<file path="src/rtl/seg_scroller.sv">
// seg_scroller
//   Buffered message engine for a single 7-segment display. A small glyph
//   buffer is filled through a write port. Once started, the engine steps
//   through the first len entries at a programmable rate. Each entry is
//   shown through a hex decode table, and bit 4 of the entry drives the
//   decimal point. Playback either loops or runs once and then parks in DONE.
//   The pause input freezes stepping.
//
// Optional build macro: RAW_SEG_EN
//   When defined, entries are 9 bits wide. An entry with bit 8 set drives
//   segments[7:0] directly from entry[7:0] and bypasses the decode table.
//   When undefined, entries are 5 bits wide and wr_data[8:5] is ignored.
//
// Parameters
//   ADDR_W      buffer address width, DEPTH = 2**ADDR_W entries
//   PRESCALE_W  width of the step prescaler and of the rate input
//
// Ports
//   clk       system clock, rising edge
//   reset     synchronous active-high reset; also clears the buffer
//   wr_en     buffer write strobe
//   wr_addr   buffer write address
//   wr_data   glyph entry: [3:0] hex code, [4] dp, [8:5] raw segments
//   start     one-cycle pulse that latches len/oneshot and (re)starts playback
//   len       message length 1..DEPTH; 0 stops and returns to IDLE
//   oneshot   1 = play once then DONE, 0 = loop
//   pause     level input that freezes stepping
//   rate      step period minus one, in clk cycles
//   segments  {dp, g, f, e, d, c, b, a}, active high, registered
//   pos       index of the displayed entry, registered
//   busy      high while in RUN
//   done      high while in DONE

module seg_scroller #(
  parameter int ADDR_W     = 3,
  parameter int PRESCALE_W = 24
) (
  input  logic                  clk,
  input  logic                  reset,
  input  logic                  wr_en,
  input  logic [ADDR_W-1:0]     wr_addr,
  input  logic [8:0]            wr_data,
  input  logic                  start,
  input  logic [ADDR_W:0]       len,
  input  logic                  oneshot,
  input  logic                  pause,
  input  logic [PRESCALE_W-1:0] rate,
  output logic [7:0]            segments,
  output logic [ADDR_W-1:0]     pos,
  output logic                  busy,
  output logic                  done
);

  localparam int DEPTH = 1 << ADDR_W;

`ifdef RAW_SEG_EN
  localparam int ENTRY_W = 9;
`else
  localparam int ENTRY_W = 5;
`endif

  localparam logic [ADDR_W:0] DEPTH_L = (ADDR_W + 1)'(DEPTH);

  typedef enum logic [1:0] {
    IDLE = 2'd0,
    RUN  = 2'd1,
    DONE = 2'd2
  } state_t;

  state_t                  state;
  logic [ENTRY_W-1:0]      glyph_mem [DEPTH];
  logic [PRESCALE_W-1:0]   prescaler;
  logic [ADDR_W:0]         len_q;
  logic                    oneshot_q;
  logic [ADDR_W:0]         last_idx;
  logic [ADDR_W:0]         len_clamped;
  logic                    at_last;

`ifndef RAW_SEG_EN
  // The raw-segment bits have no use without the raw path.
  logic unused_raw_bits;
  assign unused_raw_bits = ^wr_data[8:5];
`endif

  // Hex code to segments {g,f,e,d,c,b,a}.
  function automatic logic [6:0] hex7(input logic [3:0] code);
    logic [6:0] s;
    case (code)
      4'h0:    s = 7'h3F;
      4'h1:    s = 7'h06;
      4'h2:    s = 7'h5B;
      4'h3:    s = 7'h4F;
      4'h4:    s = 7'h66;
      4'h5:    s = 7'h6D;
      4'h6:    s = 7'h7D;
      4'h7:    s = 7'h07;
      4'h8:    s = 7'h7F;
      4'h9:    s = 7'h6F;
      4'hA:    s = 7'h77;
      4'hB:    s = 7'h7C;
      4'hC:    s = 7'h39;
      4'hD:    s = 7'h5E;
      4'hE:    s = 7'h79;
      default: s = 7'h71;
    endcase
    return s;
  endfunction

  // Full 8-bit display pattern for one stored entry.
  function automatic logic [7:0] glyph(input logic [ENTRY_W-1:0] entry);
    logic [7:0] s;
    s = {entry[4], hex7(entry[3:0])};
`ifdef RAW_SEG_EN
    if (entry[8]) s = entry[7:0];
`endif
    return s;
  endfunction

  // The length is clamped so that an oversized len plays the whole buffer.
  // The last index is compared at full width, so a zero len_q can never
  // alias to a valid position.
  assign len_clamped = (len > DEPTH_L) ? DEPTH_L : len;
  assign last_idx    = len_q - (ADDR_W + 1)'(1);
  assign at_last     = ({1'b0, pos} == last_idx);

  // Glyph buffer. Writes are accepted in every state. Reset clears every entry.
  always_ff @(posedge clk) begin
    if (reset) begin
      for (int i = 0; i < DEPTH; i++) begin
        glyph_mem[i] <= '0;
      end
    end else if (wr_en) begin
      glyph_mem[wr_addr] <= wr_data[ENTRY_W-1:0];
    end
  end

  // Playback FSM. Segments follow the current state and position, so a
  // glyph (or a rewrite of the shown entry) reaches the pins one edge after
  // the state/position/buffer change that selects it. A start request
  // overrides any stepping on the same edge.
  always_ff @(posedge clk) begin
    if (reset) begin
      state     <= IDLE;
      segments  <= 8'h00;
      pos       <= '0;
      busy      <= 1'b0;
      done      <= 1'b0;
      prescaler <= '0;
      len_q     <= '0;
      oneshot_q <= 1'b0;
    end else begin
      if (state == RUN) begin
        segments <= glyph(glyph_mem[pos]);
      end else begin
        segments <= 8'h00;
      end

      if (start) begin
        if (len == '0) begin
          state <= IDLE;
          busy  <= 1'b0;
          done  <= 1'b0;
          pos   <= '0;
        end else begin
          len_q     <= len_clamped;
          oneshot_q <= oneshot;
          pos       <= '0;
          prescaler <= '0;
          state     <= RUN;
          busy      <= 1'b1;
          done      <= 1'b0;
        end
      end else begin
        case (state)
          RUN: begin
            if (!pause) begin
              // An exact match only: a prescaler already past a newly
              // lowered rate runs on and wraps before it matches.
              if (prescaler == rate) begin
                prescaler <= '0;
                if (at_last) begin
                  if (oneshot_q) begin
                    state <= DONE;
                    busy  <= 1'b0;
                    done  <= 1'b1;
                  end else begin
                    pos <= '0;
                  end
                end else begin
                  pos <= pos + ADDR_W'(1);
                end
              end else begin
                prescaler <= prescaler + PRESCALE_W'(1);
              end
            end
          end
          default: begin
          end
        endcase
      end
    end
  end

endmodule

</file>
<file path="config.mk">
export PLATFORM = sky130hd
export DESIGN_NAME = seg_scroller
export DESIGN_NICKNAME = d
export VERILOG_FILES = /design/src/rtl/seg_scroller.sv
export SDC_FILE = /design/constraint.sdc
export NUM_CORES = 1
export LEC_CHECK = 0
export ABC_AREA = 1
export CAP_MARGIN = 20
export CORE_MARGIN = 1.5
export CORE_UTILIZATION = 45
export DETAILED_ROUTE_END_ITERATION = 10
export PLACE_DENSITY = 0.79
export RECOVER_POWER = 50
export SETUP_SLACK_MARGIN = 0.05
export SKIP_CTS_REPAIR_TIMING = 1
export SYNTH_ARGS = -nofsm -noshare
export SYNTH_HDL_FRONTEND = slang
export SYNTH_SLANG_ARGS = --single-unit
</file>
<file path="constraint.sdc">
create_clock -name clk -period 2.08 [get_ports clk]
set_input_delay 0.52 -clock clk [delete_from_list [all_inputs] [get_ports clk]]
set_output_delay 0.52 -clock clk [all_outputs]
set_load 0.005 [all_outputs]
</file>
==> results.md <==
* Measured slew at the worst slew-check pin at 0.3820 ns
* Dpl cell area at 5542 um^2
* Area growth, synth to finish at 25.19%
* Number of diodes at 0
* Post-synth cell types at 34
* Clock Skews at 0.01350 ns
* Post-place setup slack at -0.2600 ns
* Synth Area in Simple Gates at 0.3374
* Final Wtd Congestion at 0.8760
* Switching power at 0.0008279 W
* R2r setup slk at 0.17 ns
* CTS tree: yes
* Clk slew on worst S/H paths at 0.09 ns
* Die footprint at 11030 um^2
* Synth Area in Compound Gates at 0.05717
* Critical path class: input port to flip-flop
* Synth Cell Area at 4683 um^2
* Largest family of logic cells by synthesized area: simple AND/OR/NAND/NOR gates
* Core outline area at 10230 um^2
* Later-pin clock latency in the skew report at 0.36 ns
* Die Wd at 105.0 um
* Power density cells at 569.9 nW/um^2
* RSZ-0062 raised after global routing: yes
* Fmax achieved at 512.4 MHz
* Synth Area in XOR/XNOR at 0.03366
* Critical Path Start Type: input port
* Max Cap Viol at 0
* Post-route cell area at 5863 um^2
* Fin worst setup slack at 0.1285 ns
* Net count, final at 792
* Mux contribution to synthesized area at 0.002137
* Status: complete, no violations
* Count of final setup violators at 0
* Syn Area/Cell at 7.261 um^2
* Net Count, Synth at 701
* Routed length per instance at 12.19 um
* Pin count of the biggest net entering global routing at 25
* Clock Sinks at 86
* Final hold vios at 0
* Root buffer cell: clkbuf_8
* Share of cells above drive strength 1 at 0.1147
* Gr ovfl total at 0
* Crit path from: rate[23]
* Pre-antenna DRT Iters at 5
* Antenna violations before repair at 0
* Post-Synth Adder-Cell Area at 0.02672
* Crit path arrival time at 2.21 ns
* Mapped Cells at 645
* Internal cell power at 0.002514 W
* Clock power share at 0.325
* Num CTS Buffers at 9
* Reg2reg end: segments[5]
* Fin crit period at 1.951 ns
* Worst Setup EP: prescaler[19]
* Crit end category: flip-flop
* Max FO, Critical Path at 6
* Worst slew margin at 0.7439
* Number of global-route vias before repair at 3891
* Clock Tree Buf Depth at 2
* Combinational Power Share at 0.120
* Post-DP HPWL at 7914 um
* Vias at 4314
* Chip height at 105.0 um
* Initial Util at 0.4577
* Req. time, crit path at 2.34 ns
* # DRC at 0
* Leak pwr at 2.518 nW
* Final antenna-violating net count at 0
* Fillers at 891
* HP Class: flip-flop to flip-flop
* Sequential Power Share at 0.555
* Synthesis-stage register bit count at 86
* Max-slew violations at 0
* Final period utilization at 0.9382
* Worst R2R Path Depth at 11
* VDD IR-drop max at 332.0 uV
* GRT Total Usage at 0.1936
* Ys Warns at 0
* WL final at 10690 um
* Initial DRC count at 229
* First-pass GRT wire length at 17200 um
* Switching share of power at 0.2478
* Vias per inst at 4.919
* Sequential area share after synthesis at 0.4531
* Cell Rows at 37
* I/O Buffers at 54
* I/O pin count at 59
* Htree depth at 3
layer usage:
metal	GRT usage	up-vias	routed length [um]
met5	0	-	0
met1	0.2310	1960	4443
met2	0.3529	143	5516
met4	0.06164	0	124
met3	0.03119	10	603
li1	-	2201	-
cell usage after synthesis:
cell | instances | area (um^2)
nor3_2 | 2 | 20.02
nand2_2 | 4 | 25.02
nand4_1 | 6 | 37.54
or2_2 | 3 | 18.77
nor2_2 | 3 | 18.77
buf_6 | 3 | 33.78
ha_1 | 10 | 125.1
nor2_1 | 135 | 506.7
a211oi_1 | 1 | 7.510
o21ai_0 | 21 | 105.1
edfxtp_1 | 40 | 1201
buf_2 | 3 | 15.01
o22ai_1 | 6 | 37.54
dfxtp_1 | 46 | 920.9
nand2_4 | 2 | 22.52
o21ai_4 | 1 | 16.27
nor2_4 | 1 | 11.26
a31oi_1 | 2 | 12.51
inv_1 | 89 | 334.1
clkbuf_1 | 5 | 18.77
nor3_4 | 1 | 16.27
nand3_1 | 36 | 180.2
nand3_4 | 1 | 17.52
mux2i_1 | 1 | 10.01
nor3_1 | 8 | 40.04
a21oi_1 | 14 | 70.07
inv_2 | 4 | 15.01
clkinv_1 | 1 | 3.750
xnor2_1 | 2 | 17.52
o221a_2 | 1 | 11.26
o21a_1 | 1 | 7.510
xor2_1 | 16 | 140.1
nand2_1 | 174 | 653.1
nor4_1 | 2 | 12.51
flip-flops by register name (all words and copies together) (netlist names), named ones only:
| name | flops |
|---|---|
| state | 2 |
| oneshot_q | 1 |
| segments | 8 |
| prescaler | 24 |
| pos | 3 |
| len_q | 4 |
| done | 1 |
| glyph_mem | 40 |
per-stage QoR:
step | utilization | total power [W] | hold WS (ns) | instances | setup TNS [ns]
after global placement | 0.5416 | 0.002255 | 0.4480 | 851 | -5.415
after CTS | 0.5590 | 0.003324 | 0.4622 | 867 | -0.02581
after detailed placement | 0.5416 | 0.002272 | 0.4497 | 851 | -6.806
final | 0.5731 | 0.003341 | 0.4563 | 877 | 0
after global routing | 0.5731 | 0.003478 | 0.4868 | 877 | -0.001199
after floorplan | - | 0.002093 | 0.4393 | 645 | 0
how the worst min path moves through the flow:
stage / to / startpoint / slack (ns) / cells past startpoint
floorplan: state[1] / state[1] / 0.44 / 2
global placement: state[1] / state[1] / 0.45 / 2
detailed placement: done / done / 0.45 / 2
CTS: done / done / 0.46 / 2
global route: state[1] / state[1] / 0.49 / 2
finish: done / done / 0.46 / 2
power by group through the flow:
stage / clock [W] / sequential (W) / combinational [W]
CTS: 0.00109 / 0.00186 / 0.000378
finish: 0.00109 / 0.00186 / 0.000400
detailed placement: 0 / 0.00190 / 0.000376
global route: 0.00117 / 0.00186 / 0.000443
global placement: 0 / 0.00189 / 0.000362
floorplan: 0 / 0.00189 / 0.000205
cell type report:
| cell class | instances | area [um^2] | share of cell area |
|---|---|---|---|
| repair inverters | 1 | 7.507 | 0.001280 |
| repair buffers | 88 | 829.5 | 0.1415 |
| clock buffers | 13 | 158.9 | 0.02710 |
| well taps | 136 | 170.2 | 0.02902 |
| clock inverters | 3 | 18.77 | 0.003201 |
| flip-flops and latches | 86 | 2127 | 0.3628 |
| multi-input cells | 456 | 2195 | 0.3743 |
| inverters | 94 | 356.6 | 0.06082 |
cell families after synthesis:
logic type	count (synthesis)
buffers and inverters	105
xor gates and xnor gates	18
adders and majority gates	10
AOI/OAI and AO/OA	47
muxes	1
and+or+nand+nor	378
DFF	86
cells in the final DEF, fill, tap and decap left out, types with 5 or more instances in the layout:
cell and count:
ha_1 9, buf_4 30, edfxtp_1 40, inv_1 87
nor2_2 5, clkdlybuf4s50_1 54, xor2_1 16, dfxtp_1 44
nand2_1 172, clkbuf_8 11, nand4_1 6, o22ai_1 6
o21ai_0 19, inv_2 5, nand2_2 7, nand3_1 36
nor3_1 8, nor2_1 133, a21oi_1 14
critical path: stages:
cell and delay (ns):
clkdlybuf4s50_1 0.52, inv_1 0.06, nand2_1 0.05, nand2_1 0.05, nor2_1 0.09, nand2_1 0.05, nor2_1 0.17, nand3_1 0.19
nand2_1 0.12, nand2_2 0.15, nand2_2 0.19, nor2_2 0.06
No activity file was read; power rests on OpenSTA's default activity.
